[src/rtl/stopwatch_pkg.sv]
// Shared types for the mm:ss BCD stopwatch: FSM states, BCD digit type,
// digit limits and a saturating-wrap digit step helper.
// Imported by the key conditioner and the stopwatch top.
package stopwatch_pkg;

  typedef enum logic [1:0] {
    IDLE  = 2'd0,
    RUN   = 2'd1,
    PAUSE = 2'd2
  } sw_state_t;

  typedef logic [3:0] bcd_t;

  localparam bcd_t SEC_TENS_MAX = 4'd5;
  localparam bcd_t MIN_TENS_MAX = 4'd5;
  localparam bcd_t UNITS_MAX    = 4'd9;

  // Four displayed digits, most significant first.
  typedef struct packed {
    bcd_t min_tens;
    bcd_t min_ones;
    bcd_t sec_tens;
    bcd_t sec_ones;
  } mmss_t;

  // Advance one digit; anything at or above the limit rolls to zero so an
  // out-of-range value can never persist.
  function automatic bcd_t bcd_step(input bcd_t d, input bcd_t lim);
    return (d >= lim) ? 4'd0 : d + 4'd1;
  endfunction

endpackage

[src/rtl/key_cond.sv]
// Push-button conditioner: polarity normalise, synchronise, rising-edge detect.
// Press pulse appears SYNC_STAGES+1 clk after the pin edge (one-cycle pulse).
// After an accepted press, further edges are ignored for DEBOUNCE_CYCLES clk.
module key_cond
  import stopwatch_pkg::*;
#(
  parameter int SYNC_STAGES     = 2,
  parameter int DEBOUNCE_CYCLES = 1000000,
  parameter bit ACTIVE_LOW      = 1'b1
) (
  input  logic clk,
  input  logic rst,
  input  logic i_key,
  output logic o_press
);

  localparam int CW = $clog2(DEBOUNCE_CYCLES + 1);

  logic [SYNC_STAGES-1:0] r_sync;
  logic                   r_prev;
  logic [CW-1:0]          r_lock;
  logic                   w_norm;
  logic                   w_edge;

  // Normalise before the synchronizer so a cleared chain means "not pressed".
  assign w_norm  = ACTIVE_LOW ? ~i_key : i_key;
  assign w_edge  = r_sync[SYNC_STAGES-1] & ~r_prev;
  assign o_press = w_edge & (r_lock == '0);

  // Synchronizer chain and edge-history register.
  always_ff @(posedge clk or posedge rst) begin
    if (rst) begin
      r_sync <= '0;
      r_prev <= 1'b0;
    end else begin
      r_sync <= {r_sync[SYNC_STAGES-2:0], w_norm};
      r_prev <= r_sync[SYNC_STAGES-1];
    end
  end

  // Lockout: reload on an accepted press, otherwise count down to zero.
  always_ff @(posedge clk or posedge rst) begin
    if (rst) begin
      r_lock <= '0;
    end else if (o_press) begin
      r_lock <= CW'(DEBOUNCE_CYCLES);
    end else if (r_lock != '0) begin
      r_lock <= r_lock - CW'(1);
    end
  end

endmodule

[src/rtl/bcd_stopwatch.sv]
// mm:ss BCD stopwatch: start/pause FSM, 00:00-59:59 cascade, lap snapshot.
// Count updates SYNC_STAGES+1 clk after a tick/key edge; digits one clk later.
// No backpressure: every conditioned event is consumed in the cycle it occurs.
module bcd_stopwatch
  import stopwatch_pkg::*;
#(
  parameter int SYNC_STAGES     = 2,
  parameter int DEBOUNCE_CYCLES = 1000000,
  parameter int KEY_ACTIVE_LOW  = 1
) (
  input  logic       clk,
  input  logic       rst,
  input  logic       tick_in,
  input  logic       key_start,
  input  logic       key_clear,
  input  logic       key_lap,
  output logic [3:0] sec_ones,
  output logic [3:0] sec_tens,
  output logic [3:0] min_ones,
  output logic [3:0] min_tens,
  output logic       running,
  output logic       lap_active,
  output logic       wrap
);

  logic [SYNC_STAGES-1:0] r_tick_sync;
  logic                   r_tick_prev;
  logic                   w_tick;
  logic                   w_start;
  logic                   w_clear;
  logic                   w_lap;

  sw_state_t r_state, w_state_nxt;
  mmss_t     r_cnt, w_cnt_nxt;
  mmss_t     r_snap, w_snap_nxt;
  logic      r_lap, w_lap_nxt;
  logic      r_wrap_evt, w_wrap_nxt;
  mmss_t     w_inc;
  logic      w_inc_wrap;

  mmss_t     r_disp;
  logic      r_lap_out;
  logic      r_wrap_out;

  // Tick path: synchronizer and edge detect only; the divider output is clean.
  always_ff @(posedge clk or posedge rst) begin
    if (rst) begin
      r_tick_sync <= '0;
      r_tick_prev <= 1'b0;
    end else begin
      r_tick_sync <= {r_tick_sync[SYNC_STAGES-2:0], tick_in};
      r_tick_prev <= r_tick_sync[SYNC_STAGES-1];
    end
  end

  assign w_tick = r_tick_sync[SYNC_STAGES-1] & ~r_tick_prev;

  key_cond #(
    .SYNC_STAGES    (SYNC_STAGES),
    .DEBOUNCE_CYCLES(DEBOUNCE_CYCLES),
    .ACTIVE_LOW     (KEY_ACTIVE_LOW != 0)
  ) u_key_start (
    .clk    (clk),
    .rst    (rst),
    .i_key  (key_start),
    .o_press(w_start)
  );

  key_cond #(
    .SYNC_STAGES    (SYNC_STAGES),
    .DEBOUNCE_CYCLES(DEBOUNCE_CYCLES),
    .ACTIVE_LOW     (KEY_ACTIVE_LOW != 0)
  ) u_key_clear (
    .clk    (clk),
    .rst    (rst),
    .i_key  (key_clear),
    .o_press(w_clear)
  );

  key_cond #(
    .SYNC_STAGES    (SYNC_STAGES),
    .DEBOUNCE_CYCLES(DEBOUNCE_CYCLES),
    .ACTIVE_LOW     (KEY_ACTIVE_LOW != 0)
  ) u_key_lap (
    .clk    (clk),
    .rst    (rst),
    .i_key  (key_lap),
    .o_press(w_lap)
  );

  // BCD cascade: live count plus one second, with carry ripple and 59:59 wrap flag.
  always_comb begin
    w_inc      = r_cnt;
    w_inc_wrap = 1'b0;
    w_inc.sec_ones = bcd_step(r_cnt.sec_ones, UNITS_MAX);
    if (r_cnt.sec_ones >= UNITS_MAX) begin
      w_inc.sec_tens = bcd_step(r_cnt.sec_tens, SEC_TENS_MAX);
      if (r_cnt.sec_tens >= SEC_TENS_MAX) begin
        w_inc.min_ones = bcd_step(r_cnt.min_ones, UNITS_MAX);
        if (r_cnt.min_ones >= UNITS_MAX) begin
          w_inc.min_tens = bcd_step(r_cnt.min_tens, MIN_TENS_MAX);
          if (r_cnt.min_tens >= MIN_TENS_MAX) begin
            w_inc_wrap = 1'b1;
          end
        end
      end
    end
  end

  // Next state: clear beats tick beats start; a tick in RUN is counted even
  // if start moves us to PAUSE in the same cycle.
  always_comb begin
    w_state_nxt = r_state;
    w_cnt_nxt   = r_cnt;
    w_snap_nxt  = r_snap;
    w_lap_nxt   = r_lap;
    w_wrap_nxt  = 1'b0;
    if (w_clear) begin
      w_state_nxt = IDLE;
      w_cnt_nxt   = '0;
      w_lap_nxt   = 1'b0;
    end else begin
      if (w_tick && (r_state == RUN)) begin
        w_cnt_nxt  = w_inc;
        w_wrap_nxt = w_inc_wrap;
      end
      if (w_start) begin
        case (r_state)
          IDLE:    w_state_nxt = RUN;
          RUN:     w_state_nxt = PAUSE;
          PAUSE:   w_state_nxt = RUN;
          default: w_state_nxt = IDLE;
        endcase
      end
      // Snapshot the pre-tick count when the freeze engages.
      if (w_lap && (r_state != IDLE)) begin
        w_lap_nxt = ~r_lap;
        if (!r_lap) begin
          w_snap_nxt = r_cnt;
        end
      end
    end
  end

  // State, live count, snapshot and lap registers.
  always_ff @(posedge clk or posedge rst) begin
    if (rst) begin
      r_state    <= IDLE;
      r_cnt      <= '0;
      r_snap     <= '0;
      r_lap      <= 1'b0;
      r_wrap_evt <= 1'b0;
    end else begin
      r_state    <= w_state_nxt;
      r_cnt      <= w_cnt_nxt;
      r_snap     <= w_snap_nxt;
      r_lap      <= w_lap_nxt;
      r_wrap_evt <= w_wrap_nxt;
    end
  end

  // Output stage: digits, freeze flag and wrap pulse all move together.
  always_ff @(posedge clk or posedge rst) begin
    if (rst) begin
      r_disp     <= '0;
      r_lap_out  <= 1'b0;
      r_wrap_out <= 1'b0;
    end else begin
      r_disp     <= r_lap ? r_snap : r_cnt;
      r_lap_out  <= r_lap;
      r_wrap_out <= r_wrap_evt;
    end
  end

  assign sec_ones   = r_disp.sec_ones;
  assign sec_tens   = r_disp.sec_tens;
  assign min_ones   = r_disp.min_ones;
  assign min_tens   = r_disp.min_tens;
  assign running    = (r_state == RUN);
  assign lap_active = r_lap_out;
  assign wrap       = r_wrap_out;

endmodule

[config.mk]
export PLATFORM = sky130hd
export DESIGN_NAME = bcd_stopwatch
export DESIGN_NICKNAME = d
export VERILOG_FILES = /design/src/rtl/stopwatch_pkg.sv /design/src/rtl/key_cond.sv /design/src/rtl/bcd_stopwatch.sv
export SDC_FILE = /design/constraint.sdc
export NUM_CORES = 1
export LEC_CHECK = 0
export CELL_PAD_IN_SITES_DETAIL_PLACEMENT = 1
export CELL_PAD_IN_SITES_GLOBAL_PLACEMENT = 1
export CORE_MARGIN = 4
export CORE_UTILIZATION = 35
export DETAILED_ROUTE_END_ITERATION = 16
export DONT_BUFFER_PORTS = 1
export MAX_ROUTING_LAYER = met4
export PLACE_DENSITY = 0.54
export REMOVE_ABC_BUFFERS = 1
export SLEW_MARGIN = 20
export SYNTH_ARGS = -nofsm -noshare
export SYNTH_HDL_FRONTEND = slang
export SYNTH_HIERARCHICAL = 1
export SYNTH_SLANG_ARGS = --single-unit
[constraint.sdc]
create_clock -name clk -period 3 [get_ports clk]
set_clock_uncertainty 0.2 [all_clocks]
set_input_delay 0.6 -clock clk [delete_from_list [all_inputs] [get_ports clk]]
set_output_delay 0.6 -clock clk [all_outputs]
set_load 0.05 [all_outputs]
Word-level counts from Yosys, hierarchy flattened
Index checks and enable logic that the tools add are counted.
Cells by class
  add/subtract/negate cells: 7
  magnitude comparators: 4
  equality and inequality tests: 2
  multiplexer cells: 27
  bitwise logic cells: 16
  reduce and logical (&&, ||, !) cells: 24
Operator list (number)
  two-way mux 20 bit: 6
  zero test 20 bit: 3
  nonzero test 20 bit: 3
  subtractor 20 x 1 -> 20 bit, second input constant: 3
  two-way mux 16 bit: 3
  two-way mux 4 bit: 5
  nonzero test 2 bit: 10
  adder 4 x 1 -> 4 bit, second input constant: 4
  two-way mux 12 bit: 1
  inverter 1 bit: 9
  greater-or-equal comparator 4 x 3 -> 1 bit, second input constant: 2
  greater-or-equal comparator 4 bit, second input constant: 2
  two-way mux 1 bit: 8
  two-way mux 8 bit: 1
  bitwise AND 1 bit: 7
  two-way mux 2 bit: 2
  case mux 2 bit (2 select lines): 1
  AND reduction 2 bit: 2
  AND reduction 4 bit: 1
  AND reduction 3 bit: 1
  == test 2 x 1 -> 1 bit, second input constant: 1
  == test 2 bit, second input constant: 1
  logical AND 1 bit: 2
  zero test 2 bit: 1
  OR reduction 2 bit: 1
Storage, ports and cells
  register bits after elaboration: 126
  input port bits: 6
  output and inout bits: 19

Depth between registers and ports, before layout
  word-level depth: 7
  gate-level depth with buffers: 9
  depth with buffers taken out: 8

By module
Netlist, hierarchy kept.
Modules (own cells, without submodules)
  key_cond: times used 3, cells an instance 99, area an instance 1154.9 µm², seq. area each 575.6 µm²
  bcd_stopwatch: times used 1, cells an instance 206, area an instance 2464.9 µm², seq. area each 1426.4 µm²

Worst setup path after synthesis
Ideal clock, no wire load.
  kind: reg2reg
  start point: register u_key_lap.r_lock[0]
  end point: register r_snap[0] (netlist bit)
  data arrival time: 2.415 ns
  data required time: 2.675 ns
  setup slack: 0.260 ns
  cell stages (with the launch flop): 10
  clock period less this slack: 2.740 ns
  cell sequence: dfrtp_1 > inv_1 > ha_1 > nor3b_1 > nand2_2 > nor3_2 > o21ai_0 > nor2_1 > buf_2 > mux2_2
On the way
  longest elaborated chain between the ends: 4
Ends and longest elaborated chain
  start: declaration: line key_cond.sv:21  | logic [CW-1:0] r_lock;
  start signal: assignment: line key_cond.sv:46  | r_lock <= CW'(DEBOUNCE_CYCLES);
  start signal: assignment: line key_cond.sv:48  | r_lock <= r_lock - CW'(1);
  zero test 20 bit: line key_cond.sv:28  | assign o_press = w_edge & (r_lock == '0);
  bitwise AND 1 bit: line key_cond.sv:28
  net w_lap: line bcd_stopwatch.sv:31  | logic w_lap;
  logical AND 1 bit: line bcd_stopwatch.sv:136  | if (w_lap && (r_state != IDLE)) begin
  AND reduction 2 bit (no source line)
  end signal: assignment: line bcd_stopwatch.sv:156  | r_snap <= w_snap_nxt;
  end: declaration: line bcd_stopwatch.sv:35  | mmss_t r_snap, w_snap_nxt;
The timed path passes the listed nets, and every way through them passes these cells.
A chain may end at the register's enable or synchronous reset.

Final worst setup path
  start point: register u_key_clear.r_lock[0]
  end point: register r_cnt[14] (netlist bit)
On the way
  longest elaborated chain between the ends: 4
  elaborated cells between the ends (all ways): 8
  classes of those cells: 1 x mux; 1 x bitwise; 6 x reduce/logical
Ends and longest elaborated chain
  start: declaration: line key_cond.sv:21
  start signal: assignment: line key_cond.sv:46
  start signal: assignment: line key_cond.sv:48
  zero test 20 bit *: line key_cond.sv:28
  bitwise AND 1 bit *: line key_cond.sv:28
  net w_clear: line bcd_stopwatch.sv:30  | logic w_clear;
  nonzero test 2 bit (no source line)
  AND reduction 4 bit (no source line)
  end signal: assignment: line bcd_stopwatch.sv:155  | r_cnt <= w_cnt_nxt;
  end: declaration: line bcd_stopwatch.sv:34  | mmss_t r_cnt, w_cnt_nxt;
The timed path passes the listed nets; every way through them passes the cells marked *.

==> out/results.tsv <==
stage	metric	value	unit
floorplan	die_w	138.2	µm
grt	grt_pass1_vias	4182	
logic_synthesis	synth_top_area_cell	dfrtp_1	
layout	drive_above_1_share	20.04	%
layout	final_common_cell	dfrtp_1	
floorplan	die_area	19090	µm²
setup_path	endpoint_kind	flip-flop	
grt	grt_usage	13.99	%
setup_path	cpLargestDelayFamily	simple AND/OR/NAND/NOR gates	
sta	max-slew-margin-rel	35.86	%
route	wire_per_inst	15.84	µm
clock_network	clk_latency	410	ps
route	first_iter_violations	161	
setup_path	critPathSlowestCell	o41a_1	
floorplan	die_h	138.2	µm
sta	hold_slack	39.55	ps
clock_network	cts_tree	done	
floorplan	start_util	35.76	%
power	ir_drop	0.3961	mV
logic_synthesis	synth-edff-count	0	
setup_path	critical_path_buf_inv_count	2	
setup_path	startpoint	u_key_clear/r_lock[0]$_DFFE_PP0P_	
logic_synthesis	yosys.area.top_type_share	53.18	%
route	via_count	3777	
power	p_leak	2.930	nW
setup_path	r2r-start	u_key_clear/r_lock[0]$_DFFE_PP0P_	
placement	placed_area	6257	µm²
setup_path	worst_ep_arrival_time	2850	ps
sta	worst_slack	250.4	ps
route	routed_wl	12030	µm
sta	worst_pin_slew	962.1	ps
placement	dp_slack	84.43	ps
clock_network	cts_sinks	126	
sta	rsz0062_at_grt	false	
clock_network	h-tree-depth	4	
setup_path	path_cells	inv_1 > ha_1 > nor3b_1 > nand2_2 > nor3_2 > buf_12 > a211oi_1 > o41a_1 > a41o_1	
sta	fin_crit	2750	ps
floorplan	ios	25	
logic_synthesis	synthFlopType	dfrtp_1	
placement	io_buffer_count	0	
clock_network	path_clk_slew	60	ps
floorplan	fp-row-count	47	
grt	grt_pass1_wl	21290	µm
route	dr.pass1.iters	6	
power	power	4.629	mW
logic_synthesis	synth_cells	503	
grt	antenna_found_initial	0	
grt	grt_max_degree	44	
logic_synthesis	ys_ff_latch	126	
setup_path	required	3100	ps
route	ant_nets	0	
clock_network	postCtsSetupBuffers	0	
layout	fin_area	6799	µm²
run	drv_cap	0	
layout	area_growth	14.67	%
placement	dp_cells	726	
clock_network	cts_root_buffer	clkbuf_16	
grt	overflow	0	
status	status	finished, final reports clean	
route	viasPerCell	4.976	
setup_path	path_max_fanout	17	
clock_network	cts_buffers	17	
route	drc	0	
logic_synthesis	ys_types	49	
power	powerDensity	680.9	nW/µm²
setup_path	start_kind	flip-flop	
logic_synthesis	synth_seq_area_share	53.18	%
clock_network	cts_buffer_depth	2	
placement	dpl.hpwl	8238	µm
layout	n_fill_cell	1817	
layout	antenna_cells	0	
layout	fin_cells	759	
logic_synthesis	async_reset_ff_share	100.0	%
logic_synthesis	syn_area	5929	µm²
sta	final-hold-violation-count	0	
placement	gp_congestion	0.7635	
hold_path	hp-class	in -> reg	
layout	final_cell_mix	126 x dfrtp_1, 34 x nand2_1, 29 x inv_1, 29 x nor2_1, 25 x o21ai_0	
logic_synthesis	yosys_warnings	6	
logic_synthesis	syn_avg_cell_area	11.79	µm²
sta	fmax	363.7	MHz
hold_path	hold_start	key_start	
logic_synthesis	synth_area_leaders	dfrtp_1 53%, mux2_2 4.4%, xor2_1 3.4%	
sta	min_period_over_period	91.65	%
setup_path	critPathMaxStageDelay	440	ps
sta	setup_violations	0	
sta	finalMaxSlewViolations	0	
setup_path	criticalPathCategory	reg -> reg	
floorplan	core_area	16580	µm²
layout	nNetsFinal	547	
==> cells by family after synthesis <==
logic type                 synth area share, %
and+or+nand+nor                          22.01
adders and majority gates                3.165
xor gates and xnor gates                 4.431
buffers and inverters                    2.490
DFF                                      53.18
AOI/OAI and AO/OA                        8.166
muxes                                    6.563
==> final timing paths <==
kind                                                    to  slack [ps]  depth (start not counted)
setup / recovery                     r_cnt[14]$_DFFE_PP0P_         250                          9
hold / removal             u_key_start/r_sync[0]$_DFF_PP0_          40                          1
setup reg to reg                     r_cnt[14]$_DFFE_PP0P_         250                          9
hold reg to reg            u_key_clear/r_sync[1]$_DFF_PP0_         150                          0
max in group asynchronous             r_cnt[7]$_DFFE_PP0P_        1880                          2
min in group asynchronous           r_state[1]$_DFFE_PP0P_          70                          1
==> synthesized netlist by cell type (all sizes together), types with 12 or more instances <==
library cell  count
nand3            12
nor4             21
mux2i            13
nor3             27
xor2             23
nand2            37
dfrtp           126
nor2             32
ha               15
o21ai            37
a21oi            12
mux2             23
inv              30
==> repair_timing <==
item,CTS,global route
gates resized for setup,0,2
hold endpoints to repair,1,0
setup endpoints to repair,0,16
hold buffers,1,0
==> state kept, by name, indices dropped and copies added (netlist names), 2 cells and up <==
register            cells
u_key_clear/r_lock     20
u_key_lap/r_lock       20
u_key_start/r_lock     20
r_cnt                  16
r_snap                 16
min_ones                4
min_tens                4
sec_ones                4
sec_tens                4
r_state                 2
r_tick_sync             2
u_key_clear/r_sync      2
u_key_lap/r_sync        2
u_key_start/r_sync      2
==> stage by stage <==
stage | utilization (%) | TNS (ps)
3_3_place_gp | 37.73 | 0
6_report | 41.00 | 0
3_5_place_dp | 37.73 | 0
2_1_floorplan | - | -59.83
5_1_grt | 41.00 | 0
4_1_cts | 40.93 | 0
==> power by group <==
group | switching [mW] | leakage (nW) | internal (mW)
clock | 0.735 | 0.252 | 1.07
combinational | 0.266 | 1.08 | 0.227
sequential | 0.385 | 1.60 | 1.95
==> final cells by class <==
class	instances	area, µm²	share of cell area (%)
clock inverters	11	70.07	1.031
flip-flops and latches	126	3153	46.37
multi-input cells	340	2640	38.83
inverters	30	112.6	1.656
repair buffers	11	97.59	1.435
clock buffers	21	450.4	6.625
well taps	220	275.3	4.049
==> layer usage <==
layer,global-route usage (%),part of all wire (%),vias up
li1,-,-,1831
met4,4.680,1.4,0
met3,3.453,2.0,12
met5,-,0,-
met1,17.96,48,1905
met2,21.84,48,29
Note: power is estimated with default switching activity, not from simulation.
